--- config.mk ---
export PLATFORM = sky130hd
export DESIGN_NAME = soft_error_monitor
export DESIGN_NICKNAME = d
export VERILOG_FILES = /design/src/rtl/soft_error_monitor_pkg.sv /design/src/rtl/soft_error_channel.sv /design/src/rtl/soft_error_monitor.sv
export SDC_FILE = /design/constraint.sdc
export NUM_CORES = 1
export LEC_CHECK = 0
export CAP_MARGIN = 20
export CELL_PAD_IN_SITES_DETAIL_PLACEMENT = 1
export CELL_PAD_IN_SITES_GLOBAL_PLACEMENT = 1
export CORE_ASPECT_RATIO = 1.2
export CORE_MARGIN = 1
export CORE_UTILIZATION = 40
export CTS_BUF_LIST = sky130_fd_sc_hd__clkbuf_8
export DETAILED_ROUTE_END_ITERATION = 16
export PLACE_DENSITY = 0.86
export SYNTH_ARGS = -nofsm -noshare
export SYNTH_HDL_FRONTEND = slang
export SYNTH_SLANG_ARGS = --single-unit
--- constraint.sdc ---
create_clock -name clk -period 5 [get_ports clk]
set_input_delay 1 -clock clk [delete_from_list [all_inputs] [get_ports clk]]
set_output_delay 1 -clock clk [all_outputs]
set_load 0.05 [all_outputs]
--- src/rtl/soft_error_monitor_pkg.sv ---
// Shared types for the soft-error monitor: channel FSM encoding and channel indices.
package soft_error_monitor_pkg;

  typedef enum logic [1:0] {
    ST_OK    = 2'd0,
    ST_WARN  = 2'd1,
    ST_ERROR = 2'd2
  } chan_state_e;

  localparam int CH_DATA_CORRUPT  = 0;
  localparam int CH_UNKNOWN_TTC   = 1;
  localparam int CH_DDR3_OVERFLOW = 2;
  localparam int NUM_CH           = 3;

endpackage

--- src/rtl/soft_error_channel.sv ---
// One soft-error channel: saturating event counter, threshold compare and OK/WARN/ERROR FSM.
import soft_error_monitor_pkg::*;

module soft_error_channel #(
  parameter int CNT_W      = 32,
  parameter int WARN_SHIFT = 1
) (
  input  logic             clk,
  input  logic             reset_n,
  input  logic             event_in,
  input  logic             clear,
  input  logic [CNT_W-1:0] threshold,
  output logic [CNT_W-1:0] count,
  output chan_state_e      state,
  output logic             error_entry
);

  logic [CNT_W-1:0] count_q;
  logic [CNT_W-1:0] warn_level;
  logic             err_hit;
  logic             warn_hit;
  chan_state_e      state_q;
  chan_state_e      state_n;

  always_ff @(posedge clk or negedge reset_n) begin
    if (!reset_n) begin
      count_q <= '0;
    end else if (clear) begin
      count_q <= '0;
    end else if (event_in && (count_q != '1)) begin
      count_q <= count_q + 1'b1;
    end
  end

  // The FSM compares the registered count against the live threshold.
  assign warn_level = threshold >> WARN_SHIFT;
  assign err_hit    = (threshold != '0) && (count_q >= threshold);
  assign warn_hit   = (threshold != '0) && (count_q >= warn_level) && (count_q < threshold);

  always_ff @(posedge clk or negedge reset_n) begin
    if (!reset_n) begin
      state_q <= ST_OK;
    end else begin
      state_q <= state_n;
    end
  end

  always_comb begin
    state_n = state_q;
    if (clear) begin
      state_n = ST_OK;
    end else begin
      case (state_q)
        ST_OK: begin
          if (err_hit)       state_n = ST_ERROR;
          else if (warn_hit) state_n = ST_WARN;
        end
        ST_WARN: begin
          if (err_hit)        state_n = ST_ERROR;
          else if (!warn_hit) state_n = ST_OK;
        end
        ST_ERROR: state_n = ST_ERROR;
        default:  state_n = ST_OK;
      endcase
    end
  end

  always_comb begin
    count       = count_q;
    state       = state_q;
    error_entry = (state_n == ST_ERROR) && (state_q != ST_ERROR);
  end

endmodule

--- src/rtl/soft_error_monitor.sv ---
// Soft-error monitor: three counting channels with sticky error flags, DDR3 warning and an error-entry pulse.
import soft_error_monitor_pkg::*;

module soft_error_monitor #(
  parameter int CNT_W      = 32,
  parameter int WARN_SHIFT = 1
) (
  input  logic             clk,
  input  logic             reset_n,
  input  logic             cs_mismatch,
  input  logic             unknown_cmd,
  input  logic             ddr3_overflow,
  input  logic [CNT_W-1:0] thres_data_corrupt,
  input  logic [CNT_W-1:0] thres_unknown_ttc,
  input  logic [CNT_W-1:0] thres_ddr3_overflow,
  input  logic             clear_counts,
  output logic [CNT_W-1:0] cs_mismatch_count,
  output logic [CNT_W-1:0] unknown_cmd_count,
  output logic [CNT_W-1:0] ddr3_overflow_count,
  output logic             error_data_corrupt,
  output logic             error_unknown_ttc,
  output logic             ddr3_overflow_warning,
  output logic             error_ddr3_overflow,
  output logic             error_pulse
);

  logic [NUM_CH-1:0] ev;
  logic [NUM_CH-1:0] entry;
  logic [CNT_W-1:0]  thr [NUM_CH];
  logic [CNT_W-1:0]  cnt [NUM_CH];
  chan_state_e       st  [NUM_CH];
  logic              error_pulse_q;

  assign ev[CH_DATA_CORRUPT]   = cs_mismatch;
  assign ev[CH_UNKNOWN_TTC]    = unknown_cmd;
  assign ev[CH_DDR3_OVERFLOW]  = ddr3_overflow;
  assign thr[CH_DATA_CORRUPT]  = thres_data_corrupt;
  assign thr[CH_UNKNOWN_TTC]   = thres_unknown_ttc;
  assign thr[CH_DDR3_OVERFLOW] = thres_ddr3_overflow;

  for (genvar i = 0; i < NUM_CH; i++) begin : g_ch
    soft_error_channel #(
      .CNT_W      (CNT_W),
      .WARN_SHIFT (WARN_SHIFT)
    ) u_ch (
      .clk         (clk),
      .reset_n     (reset_n),
      .event_in    (ev[i]),
      .clear       (clear_counts),
      .threshold   (thr[i]),
      .count       (cnt[i]),
      .state       (st[i]),
      .error_entry (entry[i])
    );
  end

  always_ff @(posedge clk or negedge reset_n) begin
    if (!reset_n) begin
      error_pulse_q <= 1'b0;
    end else begin
      error_pulse_q <= |entry;
    end
  end

  assign cs_mismatch_count     = cnt[CH_DATA_CORRUPT];
  assign unknown_cmd_count     = cnt[CH_UNKNOWN_TTC];
  assign ddr3_overflow_count   = cnt[CH_DDR3_OVERFLOW];
  assign error_data_corrupt    = (st[CH_DATA_CORRUPT] == ST_ERROR);
  assign error_unknown_ttc     = (st[CH_UNKNOWN_TTC] == ST_ERROR);
  assign ddr3_overflow_warning = (st[CH_DDR3_OVERFLOW] == ST_WARN) ||
                                 (st[CH_DDR3_OVERFLOW] == ST_ERROR);
  assign error_ddr3_overflow   = (st[CH_DDR3_OVERFLOW] == ST_ERROR);
  assign error_pulse           = error_pulse_q;

endmodule

==> flow_results.xml <==
<?xml version="1.0" encoding="UTF-8"?>
<metrics>
  <group name="synthesis">
    <metric name="synthMostInstantiatedCell" unit="">sky130_fd_sc_hd__ha_1</metric>
    <metric name="part_of_the_yosys_area_used_for_sequential_elements" unit="%">26.5</metric>
    <metric name="synth-edff-count" unit="">0</metric>
    <metric name="post-synth-top-area-cell" unit="">sky130_fd_sc_hd__dfrtp_1</metric>
    <metric name="yosys-top-cells-area" unit="">sky130_fd_sc_hd__dfrtp_1 (27%), sky130_fd_sc_hd__ha_1 (25%), sky130_fd_sc_hd__inv_1 (4.3%)</metric>
    <metric name="synth.ff_latch_count" unit="">103</metric>
    <metric name="netlist_instances" unit="">1124</metric>
    <metric name="netlist_top_cells_count" unit="">sky130_fd_sc_hd__ha_1 (196), sky130_fd_sc_hd__inv_1 (112), sky130_fd_sc_hd__nor2_1 (104)</metric>
    <metric name="synthesis.area_per_instance" unit="sq um">8.65</metric>
    <metric name="synth_top_area_share" unit="%">26.5</metric>
    <metric name="post_synth_num_cell_types" unit="">60</metric>
    <metric name="yosysWarnings" unit="">0</metric>
    <metric name="nets_in_the_synthesized_netlist" unit="">1422</metric>
    <metric name="synthFlopType" unit="">sky130_fd_sc_hd__dfrtp_1</metric>
    <metric name="post_synth_instance_area" unit="sq um">9720</metric>
    <metric name="synth_async_sr_flop_share" unit="%">100</metric>
  </group>
  <group name="clocking">
    <metric name="post_cts_hold_buffer_count" unit="">0</metric>
    <metric name="cts.clk_slew.worst_paths" unit="ps">120</metric>
    <metric name="clock_tree.root_cell" unit="">sky130_fd_sc_hd__clkbuf_8</metric>
    <metric name="htree_num_levels" unit="">3</metric>
    <metric name="post_cts_sizing_count" unit="">0</metric>
    <metric name="cts_buf_count" unit="">9</metric>
    <metric name="cts_setup_buffers" unit="">0</metric>
    <metric name="cts_tree" unit="">built</metric>
    <metric name="clock_insertion_delay_worst_skew" unit="ps">410</metric>
    <metric name="cts_num_sinks" unit="">103</metric>
    <metric name="cts.path.max_buffers" unit="">2</metric>
  </group>
  <group name="route">
    <metric name="count_of_tritonroute_iterations_in_the_first_routing_pass" unit="">4</metric>
    <metric name="dr_total_vias" unit="">9473</metric>
    <metric name="drt.antenna.violating_nets" unit="">0</metric>
    <metric name="final_routed_wirelength_across_all_metal_layers" unit="microns">31500</metric>
    <metric name="post_drt_via_cell_ratio" unit="">5.76</metric>
    <metric name="wl_per_cell" unit="microns">19.2</metric>
    <metric name="drt-initial-drc-count" unit="">368</metric>
    <metric name="drc_errors" unit="">0</metric>
  </group>
  <group name="setup_path">
    <metric name="timing.critical_path.fanout_max" unit="">4</metric>
    <metric name="worst-r2r-cell-count" unit="">7</metric>
    <metric name="crit_type" unit="">input pin to register</metric>
    <metric name="critPathLaunch" unit="">thres_ddr3_overflow[7]</metric>
    <metric name="critical_path.endpoint_type" unit="">register</metric>
    <metric name="regToRegStartpoint" unit="">g_ch[2].u_ch.count[25]</metric>
    <metric name="setup.worst_path.start_class" unit="">input pin</metric>
    <metric name="crit_required" unit="ps">5300</metric>
    <metric name="arrival_worst_endpoint" unit="ps">3800</metric>
    <metric name="rrSetupSlack" unit="ps">1930</metric>
    <metric name="reg2reg_to" unit="">g_ch[2].u_ch.count[30]</metric>
    <metric name="worst_setup_path_endpoint" unit="">error_pulse</metric>
  </group>
  <group name="layout">
    <metric name="drive_above_1_share" unit="%">2.57</metric>
    <metric name="insertedDiodeCount" unit="">0</metric>
    <metric name="final.fill_count" unit="">2873</metric>
    <metric name="final-seq-area" unit="sq um">2580</metric>
    <metric name="final_cell_area" unit="sq um">12300</metric>
    <metric name="layoutNonFillerInstCount" unit="">1645</metric>
    <metric name="finalCoreUtilization" unit="%">51.3</metric>
    <metric name="area.growth.synth_to_final" unit="%">26.1</metric>
    <metric name="design.final.nets" unit="">1618</metric>
    <metric name="multi_input_area" unit="sq um">6630</metric>
  </group>
  <group name="floorplanning">
    <metric name="initial_utilization" unit="%">40.7</metric>
    <metric name="core_area" unit="sq um">23900</metric>
    <metric name="ios" unit="">203</metric>
    <metric name="chipHeight" unit="microns">173</metric>
    <metric name="dieArea" unit="sq um">24900</metric>
    <metric name="placementRows" unit="">62</metric>
    <metric name="die-width" unit="microns">144</metric>
  </group>
  <group name="timing">
    <metric name="timing.final.setup_violations" unit="">0</metric>
    <metric name="max_freq" unit="GHz">0.285</metric>
    <metric name="fin_setup_tns" unit="ps">0</metric>
    <metric name="fin_crit_sh" unit="%">70.1</metric>
    <metric name="finalHoldViolCount" unit="">0</metric>
    <metric name="drv_slew" unit="">0</metric>
    <metric name="max_slew.worst_pin.slew" unit="ps">1020</metric>
    <metric name="period_needed" unit="ps">3500</metric>
    <metric name="fin_skew" unit="ps">23.3</metric>
    <metric name="grt_setup_unrepaired" unit="">no</metric>
    <metric name="slew_hr" unit="%">31.1</metric>
  </group>
  <group name="placement">
    <metric name="gp_routability_congestion" unit="">0.906</metric>
    <metric name="dpl.cell_count" unit="">1628</metric>
    <metric name="hpwlAfterDp" unit="microns">25600</metric>
    <metric name="number_of_buffer_cells_added_on_primary_ports" unit="">202</metric>
    <metric name="dpl-instance-area" unit="sq um">12100</metric>
  </group>
  <group name="global_route">
    <metric name="first_global_vias" unit="">10200</metric>
    <metric name="grt_remaining_overflow" unit="">0</metric>
    <metric name="pin_count_of_the_biggest_net_entering_global_routing" unit="">70</metric>
    <metric name="grt_antenna_before_repair" unit="">0</metric>
    <metric name="grt_use_total" unit="%">25.9</metric>
    <metric name="first_pass_grt_wire_length" unit="microns">51000</metric>
  </group>
  <group name="power_and_ir_drop">
    <metric name="power.total" unit="mW">1.73</metric>
    <metric name="p_per_area" unit="nW/um^2">141</metric>
    <metric name="worst_vdd_drop" unit="mV">0.101</metric>
    <metric name="power.static_leakage" unit="nW">6.00</metric>
  </group>
  <group name="run">
    <metric name="maxCapViolations" unit="">0</metric>
  </group>
  <group name="status">
    <metric name="run_status" unit="">finished, final reports clean</metric>
  </group>
  <group name="hold_path">
    <metric name="holdCritPathClass" unit="">register to register</metric>
  </group>
</metrics>
stage by stage:
stage,setup slack (ps),hold WS (ps)
final,1500,504
after global placement,1290,472
after global routing,1250,547
after floorplan,2030,444
after CTS,1520,508
after detailed placement,1100,490
how the worst min path moves through the flow:
stage / from / endpoint / slack [ps] / depth (start not counted)
2_1_floorplan: g_ch[0].u_ch.state[0] / g_ch[0].u_ch.state[1] / 440 / 1
3_3_place_gp: g_ch[0].u_ch.state[0] / g_ch[0].u_ch.state[1] / 470 / 1
3_5_place_dp: g_ch[0].u_ch.state[0] / g_ch[0].u_ch.state[1] / 490 / 1
4_1_cts: g_ch[0].u_ch.state[0] / g_ch[0].u_ch.state[1] / 510 / 1
5_1_grt: g_ch[0].u_ch.state[0] / g_ch[0].u_ch.state[1] / 550 / 1
6_report: g_ch[0].u_ch.state[0] / g_ch[0].u_ch.state[1] / 500 / 1
layout make-up:
| cell class | count | share of cell area, % |
|---|---|---|
| tap | 320 | 3.27 |
| timing repair buffer | 205 | 16.6 |
| sequential | 103 | 21.0 |
| clock inverter | 6 | 0.408 |
| clock buffer | 10 | 1.12 |
| multi-input combinational | 889 | 54.1 |
| inverter | 112 | 3.43 |
sequential cells by signal, indices dropped and copies added, names as in the netlist:
signal and flops:
error_pulse 1, g_ch.u_ch.count 96, g_ch.u_ch.state 6
layout by cell type, fill, tap and decap left out, drive strengths merged, types with 10 or more instances in the layout:
| cell | instances |
|---|---|
| nor2 | 104 |
| a21oi | 68 |
| ha | 196 |
| nand3 | 48 |
| dfrtp | 103 |
| a21o | 44 |
| and4 | 19 |
| nand4 | 66 |
| clkdlybuf4s50 | 200 |
| o21ai | 39 |
| xnor2 | 34 |
| or3 | 14 |
| and3 | 10 |
| xor2 | 45 |
| inv | 115 |
| a211oi | 10 |
| nand2 | 53 |
| clkbuf | 10 |
| nor3 | 23 |
| nor4 | 34 |
layer usage:
layer	vias up	routed length (microns)	track usage, %	share of wire (%)
met5	-	0	0	0
met4	0	1020	10.8	3.2
met3	70	1060	3.38	3.4
met2	221	16300	46.5	52
met1	4695	13100	30.5	42
li1	4487	-	-	-
logic make-up (layout without fill, tap and decap cells):
group | after synthesis | in the layout | synth area share, %
simple gates | 409 | 409 | 22.3
compound gates | 204 | 204 | 13.5
fa+ha+maj | 196 | 196 | 25.2
buf+inv | 132 | 333 | 5.24
flops | 103 | 103 | 26.5
xor+xnor | 79 | 79 | 7.12
mux | 1 | 1 | 0.103
worst max-delay path, stage by stage:
cell and delay, ps:
sky130_fd_sc_hd__clkdlybuf4s50_1 540, sky130_fd_sc_hd__inv_1 80, sky130_fd_sc_hd__ha_1 340, sky130_fd_sc_hd__a211oi_1 250, sky130_fd_sc_hd__and3_1 190, sky130_fd_sc_hd__o21ai_1 60, sky130_fd_sc_hd__a311o_1 270, sky130_fd_sc_hd__nor4_1 450
sky130_fd_sc_hd__a211oi_1 120, sky130_fd_sc_hd__o211a_1 250, sky130_fd_sc_hd__o31ai_1 260
report_power, final:
group	internal (mW)	total [mW]	switching, mW
Sequential	0.838	0.849	0.0115
Combinational	0.149	0.337	0.188
Clock	0.202	0.541	0.339
Note: power is estimated with default switching activity, not from simulation.
